$ cat src/rtl/sha3_block_packer.sv
// Packs 64-bit message words into one RATE_WORDS-word block for the Keccak core,
// applying single-word padding and the closing 0x80 bit. Optional build macro: MULTI_MSG_EN.
module sha3_block_packer #(
    parameter int RATE_WORDS = 9
) (
    input  logic                      clk,
    input  logic                      reset,
    input  logic [63:0]               in,
    input  logic                      in_ready,
    input  logic                      is_last,
    input  logic [2:0]                byte_num,
    output logic                      buffer_full,
    output logic [64*RATE_WORDS-1:0]  out,
    output logic                      out_ready,
    input  logic                      f_ack
);

    localparam int CW = $clog2(RATE_WORDS + 1);
    localparam logic [CW-1:0] FULL_CNT = CW'(RATE_WORDS);
    localparam logic [CW-1:0] LAST_CNT = CW'(RATE_WORDS - 1);

    typedef enum logic [1:0] {
        ST_ACCEPT = 2'd0,
        ST_PAD    = 2'd1,
        ST_DONE   = 2'd2
    } state_t;

    state_t                    r_state;
    logic [CW-1:0]             r_count;
    logic [64*RATE_WORDS-1:0]  r_out;
    logic                      r_out_ready;
    logic                      r_buffer_full;

    state_t                    w_state_nxt;
    logic [CW-1:0]             w_count_nxt;
    logic [64*RATE_WORDS-1:0]  w_out_nxt;
    logic                      w_take;
    logic                      w_close;
    logic [63:0]               w_word;
    logic                      w_full;
    logic                      w_last_slot;

    // Valid bytes stay in the low lanes; a 0x01 marker byte sits directly above them.
    function automatic logic [63:0] pad_word(input logic [63:0] data, input logic [2:0] nbytes);
        logic [5:0]  sh;
        logic [63:0] marker;
        sh       = {nbytes, 3'b000};
        marker   = 64'h1 << sh;
        pad_word = (data & (marker - 64'h1)) | marker;
    endfunction

    assign w_full      = (r_count == FULL_CNT);
    assign w_last_slot = (r_count == LAST_CNT);

    // Next-state, word selection and block shift.
    always_comb begin
        w_state_nxt = r_state;
        w_count_nxt = r_count;
        w_out_nxt   = r_out;
        w_take      = 1'b0;
        w_close     = 1'b0;
        w_word      = 64'h0;
        case (r_state)
            ST_ACCEPT: begin
                if (w_full) begin
                    if (f_ack) begin
                        w_count_nxt = {CW{1'b0}};
                    end else begin
                        w_count_nxt = r_count;
                    end
                end else if (in_ready && !r_buffer_full) begin
                    w_take = 1'b1;
                    if (is_last) begin
                        w_word      = pad_word(in, byte_num);
                        w_close     = w_last_slot;
                        w_state_nxt = ST_PAD;
                    end else begin
                        w_word = in;
                    end
                end else begin
                    w_take = 1'b0;
                end
            end
            ST_PAD: begin
                if (w_full) begin
                    if (f_ack) begin
                        w_count_nxt = {CW{1'b0}};
`ifdef MULTI_MSG_EN
                        w_state_nxt = ST_ACCEPT;
`else
                        w_state_nxt = ST_DONE;
`endif
                    end else begin
                        w_state_nxt = ST_PAD;
                    end
                end else begin
                    w_take  = 1'b1;
                    w_word  = 64'h0;
                    w_close = w_last_slot;
                end
            end
            ST_DONE: begin
                w_state_nxt = ST_DONE;
            end
            default: begin
                w_state_nxt = ST_ACCEPT;
            end
        endcase
        if (w_take) begin
            w_out_nxt   = {r_out[64*RATE_WORDS-65:0], w_word | {w_close, 63'h0}};
            w_count_nxt = r_count + CW'(1);
        end else begin
            w_out_nxt = r_out;
        end
    end

    // State registers; handshake outputs are registered from the next-state values.
    always_ff @(posedge clk) begin
        if (reset) begin
            r_state       <= ST_ACCEPT;
            r_count       <= {CW{1'b0}};
            r_out         <= {(64*RATE_WORDS){1'b0}};
            r_out_ready   <= 1'b0;
            r_buffer_full <= 1'b0;
        end else begin
            r_state       <= w_state_nxt;
            r_count       <= w_count_nxt;
            r_out         <= w_out_nxt;
            r_out_ready   <= (w_count_nxt == FULL_CNT);
            r_buffer_full <= (w_count_nxt == FULL_CNT) || (w_state_nxt != ST_ACCEPT);
        end
    end

    assign out         = r_out;
    assign out_ready   = r_out_ready;
    assign buffer_full = r_buffer_full;

endmodule

$ cat config.mk
export PLATFORM = sky130hd
export DESIGN_NAME = sha3_block_packer
export DESIGN_NICKNAME = d
export VERILOG_FILES = /design/src/rtl/sha3_block_packer.sv
export SDC_FILE = /design/constraint.sdc
export NUM_CORES = 1
export LEC_CHECK = 0
export BUFFER_PORTS_ARGS = -buffer_cell sky130_fd_sc_hd__buf_4
export CAP_MARGIN = 10
export CORE_AREA = 2 2 251 253
export CTS_BUF_LIST = sky130_fd_sc_hd__clkbuf_8
export DETAILED_ROUTE_END_ITERATION = 6
export DIE_AREA = 0 0 253 255
export SLEW_MARGIN = 20
export SYNTH_ARGS = -nofsm -noshare
export SYNTH_HDL_FRONTEND = slang
export SYNTH_SLANG_ARGS = --single-unit
export TNS_END_PERCENT = 5
$ cat constraint.sdc
create_clock -name clk -period 3.9 [get_ports clk]
set_clock_uncertainty 0.15 [all_clocks]
set_input_delay 0.585 -clock clk [delete_from_list [all_inputs] [get_ports clk]]
set_output_delay 0.585 -clock clk [all_outputs]
set_load 0.01 [all_outputs]
==> metrics.md <==
| Metric | Value |
|---|---|
| Critical path required time | 4.37 ns |
| Kind of end point of the critical path | flop |
| Clock transition at the registers of the reported paths | 0.06 ns |
| Sequential share of power | about 48% |
| Cells after DPL | 3841 |
| Unique masters post-synth | 47 |
| Worst setup SP type | flop |
| Register area share after synthesis | around 57% |
| Area fraction of the dominant cell type after synthesis | 57.0% |
| Total power draw | 0.0127 W |
| Final net count | ~3300 |
| Clk sinks | a little under 600 |
| Drt first pass iters | 7 |
| Final setup vio count | 0 |
| Initial DRC Count | 1376 |
| Main flop type after synthesis | dfxtp_1 |
| Avg Inst Size Synth | about 8.1 um^2 |
| Post-DRT Antenna Nets | 0 |
| Routability congestion estimate | approximately 0.85 |
| # resized after CTS | 0 |
| Final hold slack | roughly 0.075 ns |
| Synth Register Bits | 584 |
| Reg2reg path depth | 8 |
| Power Dens Cells | roughly 450 nW/um^2 |
| Number of flops mapped to enable cells by yosys | 0 |
| Area growth, synth to finish | 39.1% |
| Slew at the pin closest to its max-slew limit | just under 1 ns |
| Register area | between 10000 and 15000 um^2 |
| Initial antenna violation count | 1 |
| Psw | about 0.0033 W |
| Post-synthesis cell count | roughly 2500 |
| Hold depth | 3 |
| Pre-CTS WS | between 1 and 1.5 ns |
| Fin cells | just over 4000 |
| WL per Instance | 18.1 um |
| Clk root buf | clkbuf_8 |
| # rows | 92 |
| Most frequent cells in the layout | nand2_1, buf_4, dfxtp_1, a21oi_1, clkbuf_8 |
| Deepest clock path buffer count | 3 |
| Detailed-route DRC error count | 2 |
| Die Area | around 65000 um^2 |
| Core ar. | 62200 um^2 |
| Total Neg Setup Slack | 0 ns |
| Fillers | between 6000 and 7000 |
| Clk pwr share | between 40% and 50% |
| Commonest non-fill, non-tap cell in the layout | nand2_1 |
| Violated checks | DRC |
| Comb pwr share | under 10% |
| Leakage | between 10 and 15 nW |
| Max-slew violation count | 0 |
| Max_cap viols | 0 |
| Multi-input gate area | 7750 um^2 |
| Worst VDD drop | 0.381 mV |
| I/O Pins | 650 |
| Initial Util | about a third |
| Synth warn | 0 |
| Top cells by area, synth | dfxtp_1, nand2_1, a21oi_1 |
| Layout cells sized above 1 | 26.2% |
| Clk_lat worst skew | 0.69 ns |
| Rel. slew slack | about 34% |
| Inserted Clock Buffers | 100 |
| Final WL | between 70 and 80 mm |
| HPWL after detailed placement | around 52 mm |
| WP data arrival | about 3.1 ns |
| Status | finished with violations |
| Kind of critical path | flop to flop |
| Fin worst setup slack | 1.24 ns |
| Tmin final | around 2.7 ns |
| Synth async-reset ratio | 0% |
| First-pass GRT wire length | ~110 mm |
| Maximum clock frequency | approximately 0.38 GHz |
| Netlist Area Pre-Place | ~20000 um^2 |
| Gr usage total | about a fifth |
| CP Max Fanout | 20 |
| Post-route clock period utilization | 68.1% |
| Die Wd | ~250 um |
| DR vias | 19100 |
| Number of global-route vias before repair | around 17000 |
| Post-synth top area cell | dfxtp_1 |
| HP Class | primary input to flop |
| Die Y | 255 um |
| CTS tree | built |
| RSZ-0062 raised after global routing | no |
| Syn_nets | approximately 2600 |
| CTS H-tree lvls | 3 |
| Routed vias/inst | approximately 4.7 |
| Int Pwr | between 0.009 and 0.01 W |
| Largest net degree at the start of global routing | ~120 |
| Port Buffers | approximately 650 |
| Gr ovfl total | 0 |
| Final hold vios | 0 |
| Switching Fraction | a little over a quarter |
==> power groups by stage <==
stage                     registers, W  clock network (W)  logic (W)
after global placement         0.00625                  0    0.00109
after floorplan                0.00627                  0   0.000657
after detailed placement       0.00625                  0    0.00109
after CTS                      0.00612            0.00562    0.00114
after global routing           0.00613            0.00588    0.00122
final                          0.00613            0.00546    0.00113
==> worst max-delay path, stage by stage, from the launching register on <==
cell	delay [ns]
dfxtp_1	0.39
inv_1	0.09
ha_1	0.22
and3b_1	0.31
nor2_4	0.54
buf_12	0.29
buf_4	0.25
nand3_1	0.17
a21oi_1	0.18
==> worst paths after layout <==
check	endpoint	slack, ns	from
max reg2reg	out[57]	1.24	r_count[1]
min reg2reg	out[558]	0.30	out[558]
max	out[57]	1.24	r_count[1]
min	out[16]	0.08	in[16]
==> metrics by stage <==
stage                     area [um^2]  util (%)
after floorplan                 20500         -
after global placement          26000      41.8
after detailed placement        26000      41.8
after CTS                       28500      45.9
after global routing            28500      45.9
final                           28500      45.9
==> final cells by class <==
type	count	area share [%]
Inverter	5	0.0658
Clock buffer	126	6.08
Tap cell	799	3.51
Clock inverter	43	0.820
Multi-Input combinational cell	1751	27.2
Timing Repair Buffer	757	21.4
Sequential cell	584	41.0
Antenna cell	1	0.00877
==> layer usage <==
layer / global-route usage, % / share of wire [%] / up-vias
met2: 33.0 / 46 / 584
met4: 7.66 / 3.0 / 0
met5: 0 / 0 / -
li1: - / - / 9563
met1: 29.0 / 45 / 8843
met3: 4.85 / 6.0 / 117
==> cell usage after synthesis, types with 4 or more instances <==
cell type / n
a21oi_1: 528
a22oi_1: 52
buf_2: 60
buf_4: 60
clkbuf_1: 67
dfxtp_1: 584
ha_1: 4
inv_1: 5
nand2_1: 1043
nand3_1: 7
nor2_1: 64
nor2b_1: 7
o21ai_0: 6
==> timing repair <==
item / 4_1_cts / 5_1_grt
hold buffers: 55 / 0
buffers inserted: 0 / 0
endpoints found under the hold margin: 55 / 0
setup endpoints to repair: 0 / 0
==> kinds of logic (layout without fill, tap and decap cells) <==
| group | Yosys count | count (layout) | share of synthesized area (%) |
|---|---|---|---|
| adders and majority gates | 4 | 4 | 0.244 |
| AOI/OAI and AO/OA | 604 | 604 | 15.9 |
| DFF | 584 | 584 | 57.0 |
| and+or+nand+nor | 1139 | 1139 | 21.4 |
| buffers and inverters | 197 | 931 | 5.19 |
| other | 0 | 1 | 0 |
| muxes | 3 | 3 | 0.147 |
| xor gates and xnor gates | 1 | 1 | 0.0427 |
==> registers in the layout, indices dropped and copies added (netlist names) <==
name         flops
r_state          2
buffer_full      1
out_ready        1
out            576
r_count          4
(Power assumes the default switching activity.)
